[src/rtl/mc_controller_pkg.sv]
// Shared types and constants for the multi-cycle RV32I controller.
package mc_controller_pkg;

    localparam logic [6:0] OpLui    = 7'b0110111;
    localparam logic [6:0] OpAuipc  = 7'b0010111;
    localparam logic [6:0] OpJal    = 7'b1101111;
    localparam logic [6:0] OpJalr   = 7'b1100111;
    localparam logic [6:0] OpBranch = 7'b1100011;
    localparam logic [6:0] OpLoad   = 7'b0000011;
    localparam logic [6:0] OpStore  = 7'b0100011;
    localparam logic [6:0] OpOpImm  = 7'b0010011;
    localparam logic [6:0] OpOp     = 7'b0110011;
    localparam logic [6:0] OpSystem = 7'b1110011;

    localparam logic [6:0] F7Base   = 7'b0000000;
    localparam logic [6:0] F7Alt    = 7'b0100000;
    localparam logic [6:0] F7MulDiv = 7'b0000001;

    localparam logic [31:0] InstEcall  = 32'h0000_0073;
    localparam logic [31:0] InstEbreak = 32'h0010_0073;

    // Nine states do not fit in three bits, so the debug state bus is four wide.
    localparam int unsigned StateW = 4;

    typedef enum logic [StateW-1:0] {
        StFetch  = 4'd0,
        StWaitI  = 4'd1,
        StDecode = 4'd2,
        StExec   = 4'd3,
        StMem    = 4'd4,
        StWaitD  = 4'd5,
        StMdiv   = 4'd6,
        StWb     = 4'd7,
        StHalt   = 4'd8
    } state_e;

    typedef enum logic [1:0] {WbAlu = 2'd0, WbMem = 2'd1, WbPc4 = 2'd2} wb_sel_e;

    typedef enum logic [2:0] {
        ImmI = 3'd0, ImmS = 3'd1, ImmB = 3'd2, ImmU = 3'd3, ImmJ = 3'd4
    } imm_sel_e;

    typedef enum logic [3:0] {
        AluAdd  = 4'd0, AluSub = 4'd1, AluSll = 4'd2, AluSlt = 4'd3, AluSltu = 4'd4,
        AluXor  = 4'd5, AluSrl = 4'd6, AluSra = 4'd7, AluOr  = 4'd8, AluAnd  = 4'd9
    } alu_sel_e;

    typedef struct packed {
        logic     asel;
        logic     bsel;
        logic     br_un;
        logic     force_rs1_zero;
        wb_sel_e  wb_sel;
        imm_sel_e imm_sel;
        alu_sel_e alu_sel;
        logic [2:0] funct3;
        logic     reg_wen;
        logic     is_store;
        logic     is_branch;
        logic     is_jump;
        logic     is_mem;
        logic     is_muldiv;
    } ctrl_t;

    function automatic alu_sel_e alu_from_funct3(input logic [2:0] funct3, input logic alt);
        unique case (funct3)
            3'b000:  return alt ? AluSub : AluAdd;
            3'b001:  return AluSll;
            3'b010:  return AluSlt;
            3'b011:  return AluSltu;
            3'b100:  return AluXor;
            3'b101:  return alt ? AluSra : AluSrl;
            3'b110:  return AluOr;
            default: return AluAnd;
        endcase
    endfunction

    // funct3[2] selects the less-than family, funct3[0] inverts the condition.
    function automatic logic branch_taken(input logic [2:0] funct3, input logic br_eq,
                                          input logic br_lt);
        logic cond;
        cond = funct3[2] ? br_lt : br_eq;
        return cond ^ funct3[0];
    endfunction

endpackage

[src/rtl/mc_controller_if.sv]
// Fetch, data-memory and mul/div handshakes between the controller and its neighbours.
interface mc_controller_if;
    logic        if_req_valid;
    logic        if_req_ready;
    logic        if_rsp_valid;
    logic [31:0] inst;
    logic        lsu_req_valid;
    logic        lsu_req_ready;
    logic        lsu_rsp_valid;
    logic        muldiv_start;
    logic        muldiv_done;

    modport master (
        output if_req_valid, lsu_req_valid, muldiv_start,
        input  if_req_ready, if_rsp_valid, inst, lsu_req_ready, lsu_rsp_valid, muldiv_done
    );

    modport slave (
        input  if_req_valid, lsu_req_valid, muldiv_start,
        output if_req_ready, if_rsp_valid, inst, lsu_req_ready, lsu_rsp_valid, muldiv_done
    );
endinterface

[src/rtl/mc_decoder.sv]
// Combinational RV32I(M) decode of the instruction register into a control bundle.
module mc_decoder
    import mc_controller_pkg::*;
#(
    parameter bit ENABLE_M = 1'b0,
    parameter bit RV32E    = 1'b0
) (
    input  logic [31:0] ir_i,
    output ctrl_t       ctrl_o,
    output logic        is_trap_o,
    output logic        is_illegal_o,
    output logic        is_mem_o,
    output logic        is_muldiv_o
);

    logic [6:0] opcode, funct7;
    logic [2:0] funct3;
    logic [4:0] rd, rs1, rs2;
    logic       uses_rd, uses_rs1, uses_rs2;
    logic       illegal;
    ctrl_t      ctrl;

    assign opcode = ir_i[6:0];
    assign rd     = ir_i[11:7];
    assign funct3 = ir_i[14:12];
    assign rs1    = ir_i[19:15];
    assign rs2    = ir_i[24:20];
    assign funct7 = ir_i[31:25];

    // Decode opcode class, datapath selects and legality.
    always_comb begin
        ctrl        = '0;
        ctrl.funct3 = funct3;
        illegal     = 1'b0;
        is_trap_o   = 1'b0;
        uses_rd     = 1'b0;
        uses_rs1    = 1'b0;
        uses_rs2    = 1'b0;
        case (opcode)
            OpLui, OpAuipc: begin
                ctrl.imm_sel        = ImmU;
                ctrl.bsel           = 1'b1;
                ctrl.asel           = (opcode == OpAuipc);
                ctrl.force_rs1_zero = 1'b1;
                ctrl.reg_wen        = 1'b1;
                uses_rd             = 1'b1;
            end
            OpJal: begin
                ctrl.imm_sel = ImmJ;
                ctrl.asel    = 1'b1;
                ctrl.bsel    = 1'b1;
                ctrl.wb_sel  = WbPc4;
                ctrl.is_jump = 1'b1;
                ctrl.reg_wen = 1'b1;
                uses_rd      = 1'b1;
            end
            OpJalr: begin
                ctrl.imm_sel = ImmI;
                ctrl.bsel    = 1'b1;
                ctrl.wb_sel  = WbPc4;
                ctrl.is_jump = 1'b1;
                ctrl.reg_wen = 1'b1;
                uses_rd      = 1'b1;
                uses_rs1     = 1'b1;
                illegal      = (funct3 != 3'b000);
            end
            OpBranch: begin
                ctrl.imm_sel   = ImmB;
                ctrl.asel      = 1'b1;
                ctrl.bsel      = 1'b1;
                ctrl.br_un     = funct3[1];
                ctrl.is_branch = 1'b1;
                uses_rs1       = 1'b1;
                uses_rs2       = 1'b1;
                illegal        = (funct3[2:1] == 2'b01);
            end
            OpLoad: begin
                ctrl.imm_sel = ImmI;
                ctrl.bsel    = 1'b1;
                ctrl.wb_sel  = WbMem;
                ctrl.is_mem  = 1'b1;
                ctrl.reg_wen = 1'b1;
                uses_rd      = 1'b1;
                uses_rs1     = 1'b1;
                illegal      = (funct3 == 3'b011) || (funct3[2:1] == 2'b11);
            end
            OpStore: begin
                ctrl.imm_sel  = ImmS;
                ctrl.bsel     = 1'b1;
                ctrl.is_mem   = 1'b1;
                ctrl.is_store = 1'b1;
                uses_rs1      = 1'b1;
                uses_rs2      = 1'b1;
                illegal       = (funct3[2] || funct3 == 3'b011);
            end
            OpOpImm: begin
                ctrl.imm_sel = ImmI;
                ctrl.bsel    = 1'b1;
                ctrl.reg_wen = 1'b1;
                ctrl.alu_sel = alu_from_funct3(funct3, funct3 == 3'b101 && funct7 == F7Alt);
                uses_rd      = 1'b1;
                uses_rs1     = 1'b1;
                // Shift-immediates carry funct7 in the upper immediate bits.
                if (funct3 == 3'b001) begin
                    illegal = (funct7 != F7Base);
                end else if (funct3 == 3'b101) begin
                    illegal = (funct7 != F7Base) && (funct7 != F7Alt);
                end
            end
            OpOp: begin
                uses_rd  = 1'b1;
                uses_rs1 = 1'b1;
                uses_rs2 = 1'b1;
                if (funct7 == F7MulDiv) begin
                    ctrl.is_muldiv = ENABLE_M;
                    ctrl.reg_wen   = 1'b1;
                    illegal        = !ENABLE_M;
                end else if (funct7 == F7Base ||
                             (funct7 == F7Alt && (funct3 == 3'b000 || funct3 == 3'b101))) begin
                    ctrl.alu_sel = alu_from_funct3(funct3, funct7 == F7Alt);
                    ctrl.reg_wen = 1'b1;
                end else begin
                    illegal = 1'b1;
                end
            end
            OpSystem: begin
                if (ir_i == InstEcall || ir_i == InstEbreak) begin
                    is_trap_o = 1'b1;
                end else begin
                    illegal = 1'b1;
                end
            end
            default: illegal = 1'b1;
        endcase
        // Only fields the format actually encodes count against the 16-register limit.
        if (RV32E && ((uses_rd && rd[4]) || (uses_rs1 && rs1[4]) || (uses_rs2 && rs2[4]))) begin
            illegal = 1'b1;
        end
    end

    assign ctrl_o       = ctrl;
    assign is_illegal_o = illegal;
    assign is_mem_o     = ctrl.is_mem;
    assign is_muldiv_o  = ctrl.is_muldiv;

endmodule

[src/rtl/mc_controller.sv]
// Multi-cycle RV32I controller: FSM, instruction register and registered control bundle.
module mc_controller
    import mc_controller_pkg::*;
#(
    parameter bit ENABLE_M = 1'b0,
    parameter bit RV32E    = 1'b0
) (
    input  logic              clk,
    input  logic              rst_n,
    mc_controller_if.master   bus,
    input  logic              BrEq,
    input  logic              BrLT,
    output logic              IRWEn,
    output logic              PCWEn,
    output logic              RegWEn,
    output logic              DMWen,
    output logic              Asel,
    output logic              Bsel,
    output logic              BrUn,
    output logic              PCSel,
    output logic              ForceRs1ToZero,
    output logic [1:0]        WBSel,
    output logic [2:0]        ImmSel,
    output logic [3:0]        ALUSel,
    output logic [2:0]        MulDivOp,
    output logic              retire,
    output logic              halt,
    output logic              illegal,
    output logic [StateW-1:0] state
);

    state_e      state_q, state_d;
    logic [31:0] ir_q, ir_d;
    ctrl_t       ctrl_q, ctrl_d;
    logic        halt_q, halt_d;
    logic        illegal_q, illegal_d;

    ctrl_t dec_ctrl;
    logic  dec_trap, dec_illegal, dec_mem, dec_muldiv;

    mc_decoder #(
        .ENABLE_M (ENABLE_M),
        .RV32E    (RV32E)
    ) u_decoder (
        .ir_i         (ir_q),
        .ctrl_o       (dec_ctrl),
        .is_trap_o    (dec_trap),
        .is_illegal_o (dec_illegal),
        .is_mem_o     (dec_mem),
        .is_muldiv_o  (dec_muldiv)
    );

    // Next-state logic; controls are captured only on the way into EXEC.
    always_comb begin
        state_d   = state_q;
        ir_d      = ir_q;
        ctrl_d    = ctrl_q;
        halt_d    = halt_q;
        illegal_d = illegal_q;
        unique case (state_q)
            StFetch:  if (bus.if_req_ready) state_d = StWaitI;
            StWaitI: begin
                if (bus.if_rsp_valid) begin
                    ir_d    = bus.inst;
                    state_d = StDecode;
                end
            end
            StDecode: begin
                if (dec_illegal) begin
                    halt_d    = 1'b1;
                    illegal_d = 1'b1;
                    state_d   = StHalt;
                end else if (dec_trap) begin
                    halt_d  = 1'b1;
                    state_d = StHalt;
                end else begin
                    ctrl_d  = dec_ctrl;
                    state_d = StExec;
                end
            end
            StExec: begin
                if (ctrl_q.is_mem)         state_d = StMem;
                else if (ctrl_q.is_muldiv) state_d = StMdiv;
                else                       state_d = StWb;
            end
            StMem:    if (bus.lsu_req_ready) state_d = StWaitD;
            StWaitD:  if (bus.lsu_rsp_valid) state_d = StWb;
            StMdiv:   if (bus.muldiv_done)   state_d = StWb;
            StWb:     state_d = StFetch;
            StHalt:   state_d = StHalt;
            default:  state_d = StFetch;
        endcase
    end

    // State, IR, control and sticky flag registers.
    always_ff @(posedge clk or negedge rst_n) begin
        if (!rst_n) begin
            state_q   <= StFetch;
            ir_q      <= '0;
            ctrl_q    <= '0;
            halt_q    <= 1'b0;
            illegal_q <= 1'b0;
        end else begin
            state_q   <= state_d;
            ir_q      <= ir_d;
            ctrl_q    <= ctrl_d;
            halt_q    <= halt_d;
            illegal_q <= illegal_d;
        end
    end

    logic in_wb;
    assign in_wb = (state_q == StWb);

    // Strobes decoded from the registered state; fetch request is masked while in reset.
    always_comb begin
        bus.if_req_valid  = rst_n && (state_q == StFetch);
        bus.lsu_req_valid = (state_q == StMem);
        bus.muldiv_start  = ENABLE_M && (state_q == StExec) && ctrl_q.is_muldiv;
        IRWEn             = (state_q == StWaitI) && bus.if_rsp_valid;
        DMWen             = (state_q == StMem) && ctrl_q.is_store;
        PCWEn             = in_wb;
        retire            = in_wb;
        RegWEn            = in_wb && ctrl_q.reg_wen;
        PCSel             = in_wb && (ctrl_q.is_jump ||
                            (ctrl_q.is_branch && branch_taken(ctrl_q.funct3, BrEq, BrLT)));
    end

    assign Asel           = ctrl_q.asel;
    assign Bsel           = ctrl_q.bsel;
    assign BrUn           = ctrl_q.br_un;
    assign ForceRs1ToZero = ctrl_q.force_rs1_zero;
    assign WBSel          = ctrl_q.wb_sel;
    assign ImmSel         = ctrl_q.imm_sel;
    assign ALUSel         = ctrl_q.alu_sel;
    assign MulDivOp       = ctrl_q.is_muldiv ? ctrl_q.funct3 : 3'b000;
    assign halt           = halt_q;
    assign illegal        = illegal_q;
    assign state          = state_q;

endmodule

[src/flat_wrapper.sv]
// flat-port wrapper written by rule: the top's interface ports become plain ports
module mc_controller_flat import mc_controller_pkg::*;
#(
    parameter bit ENABLE_M = 1'b0,
    parameter bit RV32E    = 1'b0
)
  (clk, rst_n, BrEq, BrLT, IRWEn, PCWEn, RegWEn, DMWen, Asel, Bsel, BrUn, PCSel, ForceRs1ToZero, WBSel, ImmSel, ALUSel, MulDivOp, retire, halt, illegal, state, bus_if_req_valid, bus_lsu_req_valid, bus_muldiv_start, bus_if_req_ready, bus_if_rsp_valid, bus_inst, bus_lsu_req_ready, bus_lsu_rsp_valid, bus_muldiv_done);
  mc_controller_if bus_i ();
  input  logic clk;
  input  logic rst_n;
  input  logic BrEq;
  input  logic BrLT;
  output logic IRWEn;
  output logic PCWEn;
  output logic RegWEn;
  output logic DMWen;
  output logic Asel;
  output logic Bsel;
  output logic BrUn;
  output logic PCSel;
  output logic ForceRs1ToZero;
  output logic [1:0] WBSel;
  output logic [2:0] ImmSel;
  output logic [3:0] ALUSel;
  output logic [2:0] MulDivOp;
  output logic retire;
  output logic halt;
  output logic illegal;
  output logic [StateW-1:0] state;
  output wire logic [$bits(bus_i.if_req_valid)-1:0] bus_if_req_valid;
  output wire logic [$bits(bus_i.lsu_req_valid)-1:0] bus_lsu_req_valid;
  output wire logic [$bits(bus_i.muldiv_start)-1:0] bus_muldiv_start;
  input wire logic [$bits(bus_i.if_req_ready)-1:0] bus_if_req_ready;
  input wire logic [$bits(bus_i.if_rsp_valid)-1:0] bus_if_rsp_valid;
  input wire logic [$bits(bus_i.inst)-1:0] bus_inst;
  input wire logic [$bits(bus_i.lsu_req_ready)-1:0] bus_lsu_req_ready;
  input wire logic [$bits(bus_i.lsu_rsp_valid)-1:0] bus_lsu_rsp_valid;
  input wire logic [$bits(bus_i.muldiv_done)-1:0] bus_muldiv_done;
  assign bus_if_req_valid = bus_i.if_req_valid;
  assign bus_lsu_req_valid = bus_i.lsu_req_valid;
  assign bus_muldiv_start = bus_i.muldiv_start;
  assign bus_i.if_req_ready = bus_if_req_ready;
  assign bus_i.if_rsp_valid = bus_if_rsp_valid;
  assign bus_i.inst = bus_inst;
  assign bus_i.lsu_req_ready = bus_lsu_req_ready;
  assign bus_i.lsu_rsp_valid = bus_lsu_rsp_valid;
  assign bus_i.muldiv_done = bus_muldiv_done;
  mc_controller #(.ENABLE_M(ENABLE_M), .RV32E(RV32E)) u_core (.clk(clk), .rst_n(rst_n), .bus(bus_i), .BrEq(BrEq), .BrLT(BrLT), .IRWEn(IRWEn), .PCWEn(PCWEn), .RegWEn(RegWEn), .DMWen(DMWen), .Asel(Asel), .Bsel(Bsel), .BrUn(BrUn), .PCSel(PCSel), .ForceRs1ToZero(ForceRs1ToZero), .WBSel(WBSel), .ImmSel(ImmSel), .ALUSel(ALUSel), .MulDivOp(MulDivOp), .retire(retire), .halt(halt), .illegal(illegal), .state(state));
endmodule
[config.mk]
export PLATFORM = sky130hd
export DESIGN_NAME = mc_controller_flat
export DESIGN_NICKNAME = d
export VERILOG_FILES = /design/src/rtl/mc_controller_pkg.sv /design/src/rtl/mc_controller_if.sv /design/src/rtl/mc_decoder.sv /design/src/rtl/mc_controller.sv /design/src/flat_wrapper.sv
export SDC_FILE = /design/constraint.sdc
export NUM_CORES = 1
export LEC_CHECK = 0
export BUFFER_PORTS_ARGS = -buffer_cell sky130_fd_sc_hd__buf_2
export CELL_PAD_IN_SITES_DETAIL_PLACEMENT = 0
export CELL_PAD_IN_SITES_GLOBAL_PLACEMENT = 1
export CORE_ASPECT_RATIO = 1.75
export CORE_MARGIN = 3
export CORE_UTILIZATION = 45
export CTS_BUF_LIST = sky130_fd_sc_hd__clkbuf_8
export CTS_CLUSTER_SIZE = 12
export DETAILED_ROUTE_END_ITERATION = 8
export PLACE_DENSITY_LB_ADDON = 0.15
export RECOVER_POWER = 100
export SLEW_MARGIN = 20
export SYNTH_ARGS = -nofsm -noshare
export SYNTH_HDL_FRONTEND = slang
export SYNTH_HIERARCHICAL = 1
export SYNTH_SLANG_ARGS = --single-unit
export TNS_END_PERCENT = 20
[constraint.sdc]
create_clock -name clk -period 4.7 [get_ports clk]
set_input_delay 1.41 -clock clk [delete_from_list [all_inputs] [get_ports clk]]
set_output_delay 1.41 -clock clk [all_outputs]
set_load 0.005 [all_outputs]
==> impl_metrics.env, run 1 <==
export IMPL_regToRegEndpoint="u_core/Asel$_DFFE_PN0P_"
export IMPL_register_area_sq_um=1480
export IMPL_start_util=0.471
export IMPL_first_iter_violations=111
export IMPL_power_density_nw_per_um2=542
export IMPL_holdPathStages=1
export IMPL_clockBufferDepth=2
export IMPL_finalPower_w=0.00186
export IMPL_synth_warnings=6
export IMPL_place_congestion=0.852
export IMPL_routed_wl_um=6230
export IMPL_cts_sinks=59
export IMPL_io_pins=72
export IMPL_syn_to_final_growth_pct=9.65
export IMPL_dp_hpwl_um=4650
export IMPL_setup_violations=0
export IMPL_setup_tns_ns=0
export IMPL_vdd_drop_max_v=0.000285
export IMPL_grt_max_degree=60
export IMPL_drive_above_1_share=0.320
export IMPL_failed_checks="capacitance limit, slew limit"
export IMPL_crit_required_ns=3.29
export IMPL_core_area_sq_um=6640
export IMPL_final_period_utilization=0.775
export IMPL_slew_viol_final=32
export IMPL_hold_viol=0
export IMPL_insertion_delay_ns=0.33
export IMPL_fmax_ghz=0.275
export IMPL_vias=2116
export IMPL_io_buffers=69
export IMPL_hp_start="u_core/illegal$_DFFE_PN0P_"
export IMPL_grt_pass1_vias=2079
export IMPL_p_leak_nw=1.66
export IMPL_drtAntennaViolNets=0
export IMPL_via_per_inst=5.16
export IMPL_max_cap_viol_count=1
export IMPL_worst_pin_slew_ns=1.54
export IMPL_start_kind="input port"
export IMPL_grt_pass1_wl_um=9940
export IMPL_cts_buffers_inserted=9
export IMPL_skew_ns=0.00550
export IMPL_htree_levels=3
export IMPL_cp_arrival_ns=2.23
export IMPL_synth_area_sq_um=3120
export IMPL_grt_ovfl_total=0
export IMPL_track_usage=0.172
export IMPL_die_h_um=116
export IMPL_root_buffer="clkbuf_8"
export IMPL_cts_tree="yes"
export IMPL_cp_end_kind="output pin"
export IMPL_drc=0
export IMPL_rows=39
export IMPL_rrSetupSlack_ns=1.32
export IMPL_nFillCells=676
export IMPL_fin_crit_ns=3.64
export IMPL_cts_resized=0
export IMPL_critical_path_class="input port to output pin"
export IMPL_routedWlPerCell_um=15.2
export IMPL_holdPathEnd="u_core/illegal$_DFFE_PN0P_"
export IMPL_fp_dieW_um=69.0
export IMPL_nNetsFinal=365
export IMPL_antenna_found_initial=0
export IMPL_outcome="complete, but fails checks"
export IMPL_netlist_instances=271
export IMPL_diodes=0
export IMPL_r2r_cells=8
export IMPL_syn_area_per_cell_sq_um=11.5
export IMPL_post_cts_buffers=0
export IMPL_drt_first_pass_iters=4
export IMPL_worstPathMaxFanout=1
export IMPL_path_clk_slew_ns=0.06
export IMPL_multi_input_area_sq_um=1310
export IMPL_fp_dieArea_sq_um=8020
export IMPL_hp_class="register to register"
export IMPL_synth_nets=312
export IMPL_r2r_start="u_core/ir_q[27]$_DFFE_PN0P_"
export IMPL_cts_hold_repair_buffers=0
export IMPL_slew_limit_headroom=-0.0246
export IMPL_rsz0062_at_grt="no"
-- critical path, stage by stage --
cell	delay (ns)
buf_2	0.09
mux2i_1	0.15
xnor2_1	0.18
a21oi_1	0.10
nor3_1	0.15
clkbuf_1	0.14
-- metal layers --
metal | track usage | share of wire | vias to the layer above
li1 | - | - | 1039
met1 | 0.189 | 0.38 | 1004
met2 | 0.293 | 0.54 | 63
met3 | 0.0443 | 0.053 | 10
met4 | 0.0977 | 0.021 | 0
met5 | 0 | 0 | -
-- layout make-up --
| type | instances | share of cell area |
|---|---|---|
| Sequential cell | 59 | 0.431 |
| Multi-Input combinational cell | 171 | 0.382 |
| Clock inverter | 5 | 0.00657 |
| Inverter | 12 | 0.0131 |
| Tap cell | 82 | 0.0299 |
| Timing Repair Buffer | 71 | 0.0975 |
| Clock buffer | 10 | 0.0402 |
-- per-stage QoR --
| step | utilization | instance area [sq um] | hold WS (ns) | setup slack [ns] | instances |
|---|---|---|---|---|---|
| after floorplan | - | 3120 | 0.451 | 1.37 | 271 |
| after global placement | 0.511 | 3390 | 0.448 | 1.04 | 395 |
| after detailed placement | 0.511 | 3390 | 0.440 | 1.04 | 395 |
| after CTS | 0.535 | 3550 | 0.454 | 1.04 | 410 |
| after global routing | 0.516 | 3430 | 0.476 | 0.990 | 410 |
| final | 0.516 | 3430 | 0.452 | 1.06 | 410 |
-- state kept, by name (all words and copies together) (netlist names) --
register / count
u_core/state: 4
u_core/Asel: 1
u_core/ctrl_q: 9
u_core/illegal: 1
u_core/WBSel: 2
u_core/Bsel: 1
u_core/ForceRs1ToZero: 1
u_core/BrUn: 1
u_core/ImmSel: 3
u_core/halt: 1
u_core/ir_q: 31
u_core/ALUSel: 4
-- report_power, final --
part | total, W | leakage, nW | switching (W) | internal [W]
Sequential | 0.000902 | 0.740 | 0.000218 | 0.000684
Clock | 0.000373 | 0.0943 | 0.000177 | 0.000195
Combinational | 0.000584 | 0.821 | 0.000261 | 0.000323
Total | 0.00186 | 1.66 | 0.000656 | 0.00120
-- how the worst max path moves through the flow --
| stage | endpoint | slack, ns | depth (start not counted) | startpoint |
|---|---|---|---|---|
| 6_report | PCSel | 1.06 | 6 | BrLT |
| 4_1_cts | PCSel | 1.04 | 6 | BrLT |
| 2_1_floorplan | PCSel | 1.37 | 4 | BrLT |
| 3_3_place_gp | PCSel | 1.04 | 6 | BrLT |
| 3_5_place_dp | PCSel | 1.04 | 6 | BrLT |
| 5_1_grt | PCSel | 0.99 | 6 | BrLT |
-- cells in the final DEF (no fill, tap or decap), types with 8 or more instances in the layout --
cell	instances
nor2_1	16
nand2_1	14
dfrtp_1	59
mux2_2	35
o21ai_0	8
clkbuf_1	19
mux2_1	20
clkbuf_8	10
inv_1	14
nor3_1	14
buf_2	51
Power figures use the tool's default switching activity.
==> run 2, diff against run 1 <==
- ABC_AREA: unset -> 1
- CORE_UTILIZATION: 45 -> 37
- clock period: 4.7 -> 3.17 ns (I/O delays scaled with it)
==> run 2 against run 1 <==
- the run now ends clean
- design area increased by 11%
- core utilization down 8.2 points
- sequential power up 35%
- first-iteration DRC count up 21%
- largest power group unchanged
- worst setup slack got worse by 0.68 ns
- synthesized area rose by 8.0%
==> impl_metrics.env, run 2 <==
export IMPL_grt_max_degree=60
export IMPL_drive_above_1_share=0.234
export IMPL_regToRegEndpoint="u_core/ir_q[12]$_DFFE_PN0P_"
export IMPL_path_cells="inv_1 -> nor2_2 -> inv_1 -> nor2_1 -> a21boi_0 -> buf_2"
export IMPL_crit_required_ns=2.22
export IMPL_track_usage=0.152
export IMPL_rows=45
export IMPL_cts_tree="yes"
export IMPL_antenna_found_initial=0
export IMPL_io_buffers=69
export IMPL_cts_hold_repair_buffers=0
export IMPL_fin_hold_ws_ns=0.477
export IMPL_outcome="finished clean"
export IMPL_diodes=0
export IMPL_via_per_inst=4.59
export IMPL_fin_crit_ns=2.79
export IMPL_layout_commonest_cell="nand2_1"
export IMPL_insertion_delay_ns=0.35
export IMPL_critPathTopFamily="simple AND/OR/NAND/NOR gates"
export IMPL_rrSetupSlack_ns=0.59
export IMPL_cts_resized=0
export IMPL_hold_viol=0
export IMPL_setup_violations=0
export IMPL_worst_pin_slew_ns=1.45
export IMPL_top_register="u_core/ir_q"
export IMPL_syn_to_final_growth_pct=13.0
export IMPL_netlist_instances=451
export IMPL_post_cts_buffers=0
export IMPL_vias=2876
export IMPL_cp_arrival_ns=1.84
export IMPL_clockBufferDepth=2
export IMPL_setup_tns_ns=0
export IMPL_holdPathStages=2
export IMPL_drt_first_pass_iters=4
export IMPL_cp_end_kind="output pin"
export IMPL_vdd_drop_max_v=0.000381
export IMPL_routedWlPerCell_um=11.9
export IMPL_final_period_utilization=0.879
export IMPL_htree_levels=3
export IMPL_grt_pass1_vias=2674
export IMPL_skew_ns=0.00683
export IMPL_power_density_nw_per_um2=778
export IMPL_die_h_um=132
export IMPL_hp_class="register to register"
export IMPL_start_kind="register"
export IMPL_root_buffer="clkbuf_8"
export IMPL_dp_hpwl_um=5510
export IMPL_routed_wl_um=7450
export IMPL_synth_nets=492
export IMPL_slew_limit_headroom=0.0366
export IMPL_critical_path_class="register to output pin"
export IMPL_io_pins=72
export IMPL_p_leak_nw=2.02
export IMPL_drc=0
export IMPL_max_cap_viol_count=0
export IMPL_reg_largest_list="u_core/ir_q x31, u_core/ctrl_q x9"
export IMPL_r2r_start="u_core/state[3]$_DFFE_PN0P_"
export IMPL_slowest_stage="dfrtp_1"
export IMPL_place_congestion=0.811
export IMPL_crit_top_cell="inv_1"
export IMPL_worstPathMaxFanout=7
export IMPL_first_iter_violations=134
export IMPL_cts_sinks=59
export IMPL_syn_area_per_cell_sq_um=7.49
export IMPL_path_clk_slew_ns=0.07
export IMPL_grt_pass1_wl_um=12400
export IMPL_hp_start="u_core/halt$_DFFE_PN0P_"
export IMPL_synth_area_sq_um=3380
export IMPL_start_util=0.384
export IMPL_path_buf_inv=3
export IMPL_core_area_sq_um=8780
export IMPL_fmax_ghz=0.359
export IMPL_synth_warnings=6
export IMPL_cts_buffers_inserted=9
export IMPL_most_common_layout_cells="nand2_1 (119), dfrtp_1 (59), buf_2 (56)"
export IMPL_nNetsFinal=545
export IMPL_grt_ovfl_total=0
export IMPL_rsz0062_at_grt="no"
export IMPL_r2r_cells=6
export IMPL_largest_reg_flops=31
export IMPL_fp_dieW_um=78.2
export IMPL_slew_viol_final=0
export IMPL_cpPeakStageDelay_ns=0.43
export IMPL_fp_dieArea_sq_um=10400
export IMPL_holdPathEnd="u_core/halt$_DFFE_PN0P_"
export IMPL_drtAntennaViolNets=0
run 2: cell count changes in the layout (fill, tap and decap cells not counted), sizes merged, moves of 5 or more:
cell / delta
and2: -8
inv: +51
o21ai: +50
mux2: -55
nand3: +22
buf: +5
nor3: -11
nand2: +118
nor2: +35
run 2: worst reg2reg max path, delay by kind of cell, from the launching register on:
kind | cells | cell delay [ns]
simple gates | 5 | 1.06
buf+inv | 1 | 1.02
flops | 1 | 0.44
run 2: cell type report:
cell class / count / area (sq um)
clock buffer: 10 / 138
clock inverter: 6 / 55.1
fill: 1002 / 4970
inverter: 65 / 244
multi-input combinational: 297 / 1410
sequential: 59 / 1480
tap: 117 / 146
timing repair buffer: 72 / 350
run 2: per-stage QoR:
step | worst slack (ns) | cell area, sq um | util | cells | total power (W)
4_1_cts | 0.365 | 3850 | 0.438 | 626 | 0.00303
3_5_place_dp | 0.652 | 3660 | 0.416 | 610 | 0.00234
2_1_floorplan | 0.877 | 3380 | - | 451 | 0.00210
6_report | 0.382 | 3820 | 0.434 | 626 | 0.00297
5_1_grt | 0.196 | 3820 | 0.434 | 626 | 0.00325
3_3_place_gp | 0.677 | 3660 | 0.416 | 610 | 0.00232
run 2: report_power, final:
group | leakage [nW] | internal [W] | switching (W)
sequential | 0.758 | 0.000997 | 0.000222
combinational | 1.15 | 0.000374 | 0.000702
clock | 0.106 | 0.000377 | 0.000297
run 2: per-layer routing:
layer	global-route usage	up-vias	routed length (um)
met5	0	-	0
met4	0.0671	0	137
met3	0.0356	9	267
met2	0.261	56	3810
met1	0.179	1308	3240
li1	-	1503	-
run 2: how the worst max path moves through the flow:
stage,from,endpoint,cells past startpoint
2_1_floorplan,BrEq,PCSel,4
3_3_place_gp,BrLT,PCSel,7
3_5_place_dp,BrLT,PCSel,7
4_1_cts,u_core/state[2]$_DFFE_PN0P_,PCSel,6
5_1_grt,u_core/state[3]$_DFFE_PN0P_,u_core/ir_q[12]$_DFFE_PN0P_,6
6_report,u_core/state[2]$_DFFE_PN0P_,PCSel,6
==> run 3, diff against run 2 <==
- PLACE_DENSITY: unset -> 0.78
- PLACE_DENSITY_LB_ADDON: 0.15 -> unset
==> run 3 against run 2 <==
- cell count unchanged
- die area unchanged
- flip-flop and latch count unchanged
- register-to-register slack worse by 0.12 ns
- core utilization about the same
- critical path depth unchanged
- clock power down 4.9%
- combinational power about the same
- design area about the same
- critical endpoint unchanged
- highest routed layer unchanged
==> impl_metrics.env, run 3 (same netlist as run 2, synthesis figures left out) <==
export IMPL_outcome="finished clean"
export IMPL_io_pins=72
export IMPL_grt_ovfl_total=0
export IMPL_crit_required_ns=2.22
export IMPL_crit_top_cell="inv_1"
export IMPL_place_congestion=0.848
export IMPL_clockBufferDepth=2
export IMPL_antenna_found_initial=0
export IMPL_fp_dieArea_sq_um=10400
export IMPL_vias=2869
export IMPL_root_buffer="clkbuf_8"
export IMPL_skew_ns=0.00723
export IMPL_die_h_um=132
export IMPL_insertion_delay_ns=0.34
export IMPL_cts_tree="yes"
export IMPL_max_cap_viol_count=0
export IMPL_routedWlPerCell_um=11.7
export IMPL_track_usage=0.155
export IMPL_fp_dieW_um=78.2
export IMPL_drtAntennaViolNets=0
export IMPL_io_buffers=69
export IMPL_nNetsFinal=545
export IMPL_drt_first_pass_iters=4
export IMPL_fin_crit_ns=2.79
export IMPL_slew_viol_final=0
export IMPL_path_cells="inv_1 -> nor2_2 -> inv_1 -> nor2_1 -> a21boi_0 -> buf_2"
export IMPL_cts_buffers_inserted=9
export IMPL_cts_hold_repair_buffers=0
export IMPL_power_density_nw_per_um2=768
export IMPL_critical_path_class="register to output pin"
export IMPL_syn_to_final_growth_pct=13.1
export IMPL_cts_sinks=59
export IMPL_p_leak_nw=2.03
export IMPL_via_per_inst=4.58
export IMPL_use_met2=0.270
export IMPL_grt_pass1_vias=2810
export IMPL_start_util=0.384
export IMPL_hold_viol=0
export IMPL_setup_violations=0
export IMPL_hp_class="register to register"
export IMPL_diodes=0
export IMPL_start_kind="register"
export IMPL_worst_pin_slew_ns=1.43
export IMPL_cp_arrival_ns=1.83
export IMPL_core_area_sq_um=8780
export IMPL_routed_wl_um=7340
export IMPL_htree_levels=3
export IMPL_rsz0062_at_grt="no"
export IMPL_most_common_layout_cells="nand2_1 (119), dfrtp_1 (59), buf_2 (58)"
export IMPL_met3_usage=0.0321
export IMPL_final_period_utilization=0.879
export IMPL_rows=45
export IMPL_cpPeakStageDelay_ns=0.44
export IMPL_cts_resized=0
export IMPL_top_register="u_core/ir_q"
export IMPL_path_buf_inv=3
export IMPL_cp_end_kind="output pin"
export IMPL_met1_usage=0.177
export IMPL_largest_reg_flops=31
export IMPL_setup_tns_ns=0
export IMPL_drive_above_1_share=0.230
export IMPL_finalPower_w=0.00293
export IMPL_drc=0
export IMPL_vdd_drop_max_v=0.000259
export IMPL_first_iter_violations=107
export IMPL_grt_max_degree=60
export IMPL_reg_largest_list="u_core/ir_q x31, u_core/ctrl_q x9"
export IMPL_utilization=0.435
export IMPL_fmax_ghz=0.359
export IMPL_slew_limit_headroom=0.0498
export IMPL_post_cts_buffers=0
export IMPL_critPathTopFamily="simple AND/OR/NAND/NOR gates"
export IMPL_gr_max_usage_layer="met2"
export IMPL_grt_pass1_wl_um=12800
export IMPL_layout_commonest_cell="nand2_1"
export IMPL_dp_hpwl_um=5600
export IMPL_worstPathMaxFanout=7
export IMPL_slowest_stage="dfrtp_1"
export IMPL_path_clk_slew_ns=0.07
run 3: cell types whose count changed in the layout (fill, tap and decap cells not counted), sizes merged:
cell,delta
clkinv,-4
buf,+2
bufinv,-1
inv,+2
clkbuf,+1
run 3: area by class of cell:
class	count	area, sq um
tap	117	146
inverter	65	244
sequential	59	1480
clock buffer	13	179
clock inverter	3	12.5
multi-input combinational	297	1410
timing repair buffer	72	349
fill	986	4970
run 3: path summary, 6_finish.rpt:
kind,to,cells after the start,from,slack (ns)
min in group asynchronous,u_core/ctrl_q[0]$_DFFE_PN0P_,2,rst_n,1.22
setup / recovery,PCSel,6,u_core/state[2]$_DFFE_PN0P_,0.38
setup reg to reg,u_core/ir_q[2]$_DFFE_PN0P_,6,u_core/state[3]$_DFFE_PN0P_,0.47
max in group asynchronous,u_core/illegal$_DFFE_PN0P_,2,rst_n,1.09
hold / removal,u_core/halt$_DFFE_PN0P_,2,u_core/halt$_DFFE_PN0P_,0.47
hold reg to reg,u_core/halt$_DFFE_PN0P_,2,u_core/halt$_DFFE_PN0P_,0.47
run 3: routing by layer:
| layer | routed length [um] | vias to the layer above |
|---|---|---|
| met2 | 3900 | 60 |
| li1 | - | 1502 |
| met3 | 330 | 12 |
| met1 | 2940 | 1295 |
| met5 | 0 | - |
| met4 | 164 | 0 |
run 3: per-stage QoR:
stage                     area, sq um  std cells  setup slack [ns]  hold slack (ns)
after CTS                        3850        626             0.375            0.474
after floorplan                  3380        451             0.877            0.447
after global placement           3660        610             0.676            0.452
final                            3820        626             0.384            0.470
after global routing             3820        626             0.171            0.498
after detailed placement         3660        610             0.662            0.457
run 3: where the power goes:
group	internal (W)	switching [W]	total [W]
registers	0.000997	0.000226	0.00122
logic	0.000372	0.000695	0.00107
clock network	0.000362	0.000279	0.000641
total	0.00173	0.00120	0.00293
run 3: tightest hold or removal path: cells and delay by family, from the launching register on:
kind	cells	cell delay, ns
and+or+nand+nor	1	0.05
buffers and inverters	1	0.04
DFF	1	0.34
